==> src/rtl/mode_zero.sv <==
// mode_zero: 8254-style Mode 0 counter (interrupt on terminal count).
// A write loads the count register; the next edge transfers it into the
// counting element, which then decrements while gate0 is high. out0 rises
// when an armed count reaches zero and stays high until the next write.
module mode_zero #(
    parameter int WIDTH = 16
) (
    input  logic             clk,
    input  logic             rst_n,
    input  logic [WIDTH-1:0] count0,
    input  logic             gate0,
    input  logic             cs,
    input  logic             newCount0,
    input  logic             bcd,
    output logic             out0,
    output logic [WIDTH-1:0] count_out
);

    // Number of whole BCD digits; any leftover top bits are left untouched
    // by the BCD decrement.
    localparam int NIB = WIDTH / 4;

    logic [WIDTH-1:0] cr_reg;
    logic [WIDTH-1:0] ce_reg;
    logic             load_pending_reg;
    logic             armed_reg;
    logic             out0_reg;

    logic             wr;
    logic [WIDTH-1:0] bin_next;
    logic [WIDTH-1:0] bcd_next;
    logic [WIDTH-1:0] dec_next;
    logic [NIB-1:0]   borrow;

    assign wr       = cs & newCount0;
    assign bin_next = ce_reg - WIDTH'(1);

    // The least significant digit always receives the decrement.
    assign borrow[0] = 1'b1;

    // BCD decrement: each digit borrows from the next one up when it is 0,
    // and wraps 0 -> 9. Non-BCD digit values simply decrement (no X).
    genvar gi;
    generate
        for (gi = 0; gi < NIB; gi++) begin : g_digit
            logic [3:0] digit;
            assign digit = ce_reg[4*gi +: 4];
            assign bcd_next[4*gi +: 4] = !borrow[gi]       ? digit :
                                         (digit == 4'd0)   ? 4'd9  :
                                                             digit - 4'd1;
            if (gi < NIB - 1) begin : g_chain
                assign borrow[gi+1] = borrow[gi] & (digit == 4'd0);
            end
        end
        if (WIDTH % 4 != 0) begin : g_rem
            assign bcd_next[WIDTH-1:4*NIB] = ce_reg[WIDTH-1:4*NIB];
        end
    endgenerate

    // Format select is sampled on every count edge.
    assign dec_next = bcd ? bcd_next : bin_next;

    // Write has priority over load, load over count; terminal count is
    // detected on the 1 -> 0 decrement of an armed count only.
    always_ff @(posedge clk or negedge rst_n) begin
        if (!rst_n) begin
            cr_reg           <= '0;
            ce_reg           <= '0;
            load_pending_reg <= 1'b0;
            armed_reg        <= 1'b0;
            out0_reg         <= 1'b0;
        end else if (wr) begin
            cr_reg           <= count0;
            out0_reg         <= 1'b0;
            load_pending_reg <= 1'b1;
            armed_reg        <= 1'b0;
        end else if (load_pending_reg) begin
            ce_reg           <= cr_reg;
            load_pending_reg <= 1'b0;
            armed_reg        <= 1'b1;
        end else if (gate0) begin
            ce_reg <= dec_next;
            if (armed_reg && (ce_reg == WIDTH'(1))) begin
                out0_reg  <= 1'b1;
                armed_reg <= 1'b0;
            end
        end
    end

    assign out0      = out0_reg;
    assign count_out = ce_reg;

endmodule

==> config.mk <==
export PLATFORM = sky130hd
export DESIGN_NAME = mode_zero
export DESIGN_NICKNAME = d
export VERILOG_FILES = /design/src/rtl/mode_zero.sv
export SDC_FILE = /design/constraint.sdc
export NUM_CORES = 1
export LEC_CHECK = 0
export BUFFER_PORTS_ARGS = -buffer_cell sky130_fd_sc_hd__buf_2
export CORE_MARGIN = 2
export CORE_UTILIZATION = 53
export CTS_BUF_LIST = sky130_fd_sc_hd__clkbuf_8 sky130_fd_sc_hd__clkbuf_16
export DETAILED_ROUTE_END_ITERATION = 6
export GPL_TIMING_DRIVEN = 0
export PLACE_DENSITY = 0.77
export SKIP_LAST_GASP = 1
export SLEW_MARGIN = 10
export SYNTH_ARGS = -nofsm -noshare
export SYNTH_HDL_FRONTEND = slang
export SYNTH_SLANG_ARGS = --single-unit
==> constraint.sdc <==
create_clock -name clk -period 2.83 [get_ports clk]
set_clock_uncertainty 0.2 [all_clocks]
set_input_delay 0.566 -clock clk [delete_from_list [all_inputs] [get_ports clk]]
set_output_delay 0.566 -clock clk [all_outputs]
set_load 0.03 [all_outputs]
==> out/summary.log <==
INFO  die            start_util=0.5596
INFO  global_routing grt_pass1_wl=8528µm
INFO  clock_tree     cts.reportedPaths.clkPinSlew=70ps
INFO  synth          syn_nets=228
INFO  timing         timing.fmax=418.2MHz
INFO  synth          post_synth_num_cell_types=55
INFO  routing        postRouteAntennaNets=0
INFO  die            die_area=0.004441mm²
INFO  finish         layout-area-overhead-vs-synth=15.94%
INFO  setup_path     reg2reg_depth=6
INFO  run_status     status=completed
INFO  timing         worst_slew_margin_rel=0.4949
INFO  place          portBuffers=38
INFO  setup_path     worst-path-max-fanout=9
INFO  finish         filler_cells_inserted=321
INFO  clock_tree     cts-hold-fix-buffers=0
INFO  synth          synth.yosys.seq_area_share=0.4212
INFO  routing        dr.pass1.iters=4
INFO  timing         fin_worst_hold_slack=136.2ps
INFO  routing        post_drt_wl_per_cell=16.84µm
INFO  setup_path     worst_ep_required_time=2790ps
INFO  routing        post_drt_via_cell_ratio=6.222
INFO  die            die_w=66.64µm
INFO  timing         fin_crit_sh=0.8449
INFO  pwr            ir_worst_vdd=506.0µV
INFO  finish         final_standard_cell_utilization_of_the_core=0.6488
INFO  clock_tree     clkLatencyLatePin=300ps
INFO  synth          synth.area.top_cells=sky130_fd_sc_hd__dfrtp_1 42%, sky130_fd_sc_hd__mux2_2 9.2%, sky130_fd_sc_hd__o21ai_0 4.3%
INFO  finish         stdcell_area=0.002411mm²
INFO  setup_path     worstReg2RegStart=count_out[0]
INFO  clock_tree     clock_tree.buffer_depth=2
INFO  timing         rsz0062_at_grt=no
INFO  clock_tree     tritoncts.num_buffers=5
INFO  setup_path     critical_path_arrival=2350ps
INFO  setup_path     regToRegSetupSlack=440ps
INFO  timing         layout_min_cycle_time=2391ps
INFO  die            rows=22
INFO  finish         fin_nets=273
INFO  clock_tree     numClockSinks=35
INFO  clock_tree     cts.repair.resized=0
INFO  synth          flops_latches_synth=35
INFO  setup_path     sort_of_element_at_the_start_of_the_critical_path=flip-flop
INFO  pwr            power.leakage=1.038nW
INFO  place          place_ws=492.5ps
INFO  synth          yosys_warnings=0
INFO  routing        drt_wl_total=5002µm
INFO  synth          netlist.top_cell.by_area=sky130_fd_sc_hd__dfrtp_1
INFO  global_routing globalRouteTotalUtil=0.2584
INFO  place          detailedPlacementHpwl=3625µm
INFO  synth          netlist_instances=203
INFO  finish         antenna-diode-count=0
INFO  timing         final_max_slew_viol_count=0
INFO  die            boundaryPins=39
INFO  timing         hold_violations=0
INFO  setup_path     worstSetupEndpointType=flip-flop
INFO  pwr            power.density=821.1mW/mm²
INFO  flow_run       max-cap-violations=0
INFO  clock_tree     postCtsSetupRepairBufs=0
INFO  place          post_dp_cell_area=0.002330mm²
INFO  synth          synth_largest_type_area_fraction=0.4212
INFO  die            fp.dieH=66.64µm
INFO  routing        remaining_drc_errors=0
INFO  timing         setup_total_negative_slack=0ps
INFO  clock_tree     cts_tree=built
INFO  min_path       hold_path.class=in -> async
INFO  synth          postSynth.asyncResetShare=1.000
INFO  synth          synth_enable_flop_cells=0
INFO  timing         setup_slack=438.8ps
INFO  die            core-area=0.003716mm²
INFO  finish         drive_above_1_share=0.3133
INFO  synth          syn_area=0.002079mm²
INFO  setup_path     regToRegEndpoint=count_out[12]
INFO  synth          per_instance_average_area_after_synthesis=10.24µm²
INFO  global_routing globalRoute.totalOverflow=0
INFO  timing         setup_violations=0
INFO  timing         tightest_slew=757.7ps
INFO  setup_path     path_class=reg -> reg
INFO  routing        vias=1848
INFO  global_routing first_global_vias=1809
INFO  synth          synth-main-ff-cell=sky130_fd_sc_hd__dfrtp_1
INFO  routing        iteration_0_drc_markers=136
INFO  place          routabilityCongestion=0.9012
INFO  global_routing antenna_violations_before_repair=0
INFO  setup_path     setup.worst_path.start=count_out[0]
INFO  clock_tree     cts_htree_levels=2
INFO  clock_tree     cts-root-buf=sky130_fd_sc_hd__clkbuf_8
INFO  global_routing grt_start_max_net_pins=36
==> final cells by class <==
class / instances / area (µm²) / area share
Multi-Input combinational cell: 147 / 1099 / 0.4556
Sequential cell: 35 / 875.8 / 0.3633
Timing Repair Buffer: 38 / 190.2 / 0.07888
Buffer: 12 / 71.32 / 0.02958
Clock buffer: 5 / 68.82 / 0.02854
Tap cell: 48 / 60.06 / 0.02491
Inverter: 9 / 33.78 / 0.01401
Clock inverter: 3 / 12.51 / 0.005189
==> cells in the final DEF (no fill, tap or decap), drive strengths merged, types with 4 or more instances in the layout <==
cell type	synthesis	final
buf	9	47
dfrtp	35	35
o21ai	19	19
mux2	17	17
a21oi	12	12
inv	8	10
clkbuf	3	8
nand2	7	7
nor2	7	7
a31oi	6	6
nor3	5	5
o21a	5	5
o31ai	5	5
nor4	5	5
nand2b	4	4
a32oi	4	4
==> layer usage <==
layer  vias up  track usage  wire (µm)
met1       901       0.3337       2179
met4         0       0.1556         90
met2        70       0.3950       2419
met5         -            0          0
li1        868            -          -
met3         9      0.05574        313
==> power by group <==
part	total, mW	switching [mW]	internal [mW]
sequential	0.765	0.145	0.620
combinational	0.869	0.533	0.336
clock	0.346	0.180	0.165
==> synthesized netlist by cell type (2+ instances only) <==
| library cell | number |
|---|---|
| sky130_fd_sc_hd__a21oi_1 | 12 |
| sky130_fd_sc_hd__a22oi_1 | 2 |
| sky130_fd_sc_hd__a311oi_1 | 2 |
| sky130_fd_sc_hd__a31oi_1 | 6 |
| sky130_fd_sc_hd__a32oi_1 | 4 |
| sky130_fd_sc_hd__and2_1 | 2 |
| sky130_fd_sc_hd__and3_1 | 3 |
| sky130_fd_sc_hd__buf_1 | 2 |
| sky130_fd_sc_hd__buf_2 | 3 |
| sky130_fd_sc_hd__buf_4 | 2 |
| sky130_fd_sc_hd__buf_6 | 2 |
| sky130_fd_sc_hd__clkbuf_1 | 3 |
| sky130_fd_sc_hd__dfrtp_1 | 35 |
| sky130_fd_sc_hd__ha_1 | 3 |
| sky130_fd_sc_hd__inv_1 | 8 |
| sky130_fd_sc_hd__mux2_2 | 17 |
| sky130_fd_sc_hd__mux2i_1 | 2 |
| sky130_fd_sc_hd__nand2_1 | 7 |
| sky130_fd_sc_hd__nand2b_1 | 4 |
| sky130_fd_sc_hd__nand3_1 | 3 |
| sky130_fd_sc_hd__nand4_1 | 2 |
| sky130_fd_sc_hd__nor2_1 | 7 |
| sky130_fd_sc_hd__nor2b_1 | 3 |
| sky130_fd_sc_hd__nor3_1 | 5 |
| sky130_fd_sc_hd__nor3b_2 | 2 |
| sky130_fd_sc_hd__nor4_1 | 2 |
| sky130_fd_sc_hd__nor4_4 | 2 |
| sky130_fd_sc_hd__o21a_1 | 5 |
| sky130_fd_sc_hd__o21ai_0 | 18 |
| sky130_fd_sc_hd__o221ai_1 | 2 |
| sky130_fd_sc_hd__o2bb2ai_1 | 3 |
| sky130_fd_sc_hd__o31a_1 | 2 |
| sky130_fd_sc_hd__o31ai_1 | 5 |
| sky130_fd_sc_hd__or3_1 | 2 |
==> through the flow <==
stage / power (mW) / std cells
floorplan: 1.394 / 203
global placement: 1.622 / 289
detailed placement: 1.636 / 289
CTS: 1.983 / 297
global route: 2.108 / 297
finish: 1.980 / 297
==> worst max-delay path, cell delays in order (launching register included) <==
cell and delay [ps]:
sky130_fd_sc_hd__dfrtp_1 450, sky130_fd_sc_hd__inv_1 160, sky130_fd_sc_hd__ha_1 200, sky130_fd_sc_hd__nor3b_2 530, sky130_fd_sc_hd__a31oi_1 190, sky130_fd_sc_hd__a2111oi_0 410
sky130_fd_sc_hd__nor3b_1 100
==> worst max-delay path by stage <==
| stage | end |
|---|---|
| after global routing | count_out[14] |
| after detailed placement | count_out[10] |
| final | count_out[12] |
| after floorplan | count_out[10] |
| after global placement | count_out[10] |
| after CTS | count_out[10] |
==> cells by family after synthesis <==
group / count (synthesis) / synth area share
buffers and inverters: 21 / 0.05054
DFF: 35 / 0.4212
AOI/OAI and AO/OA: 76 / 0.2551
and+or+nand+nor: 49 / 0.1534
adders and majority gates: 3 / 0.01805
muxes: 19 / 0.1017
Note: power is estimated with default switching activity, not from simulation.
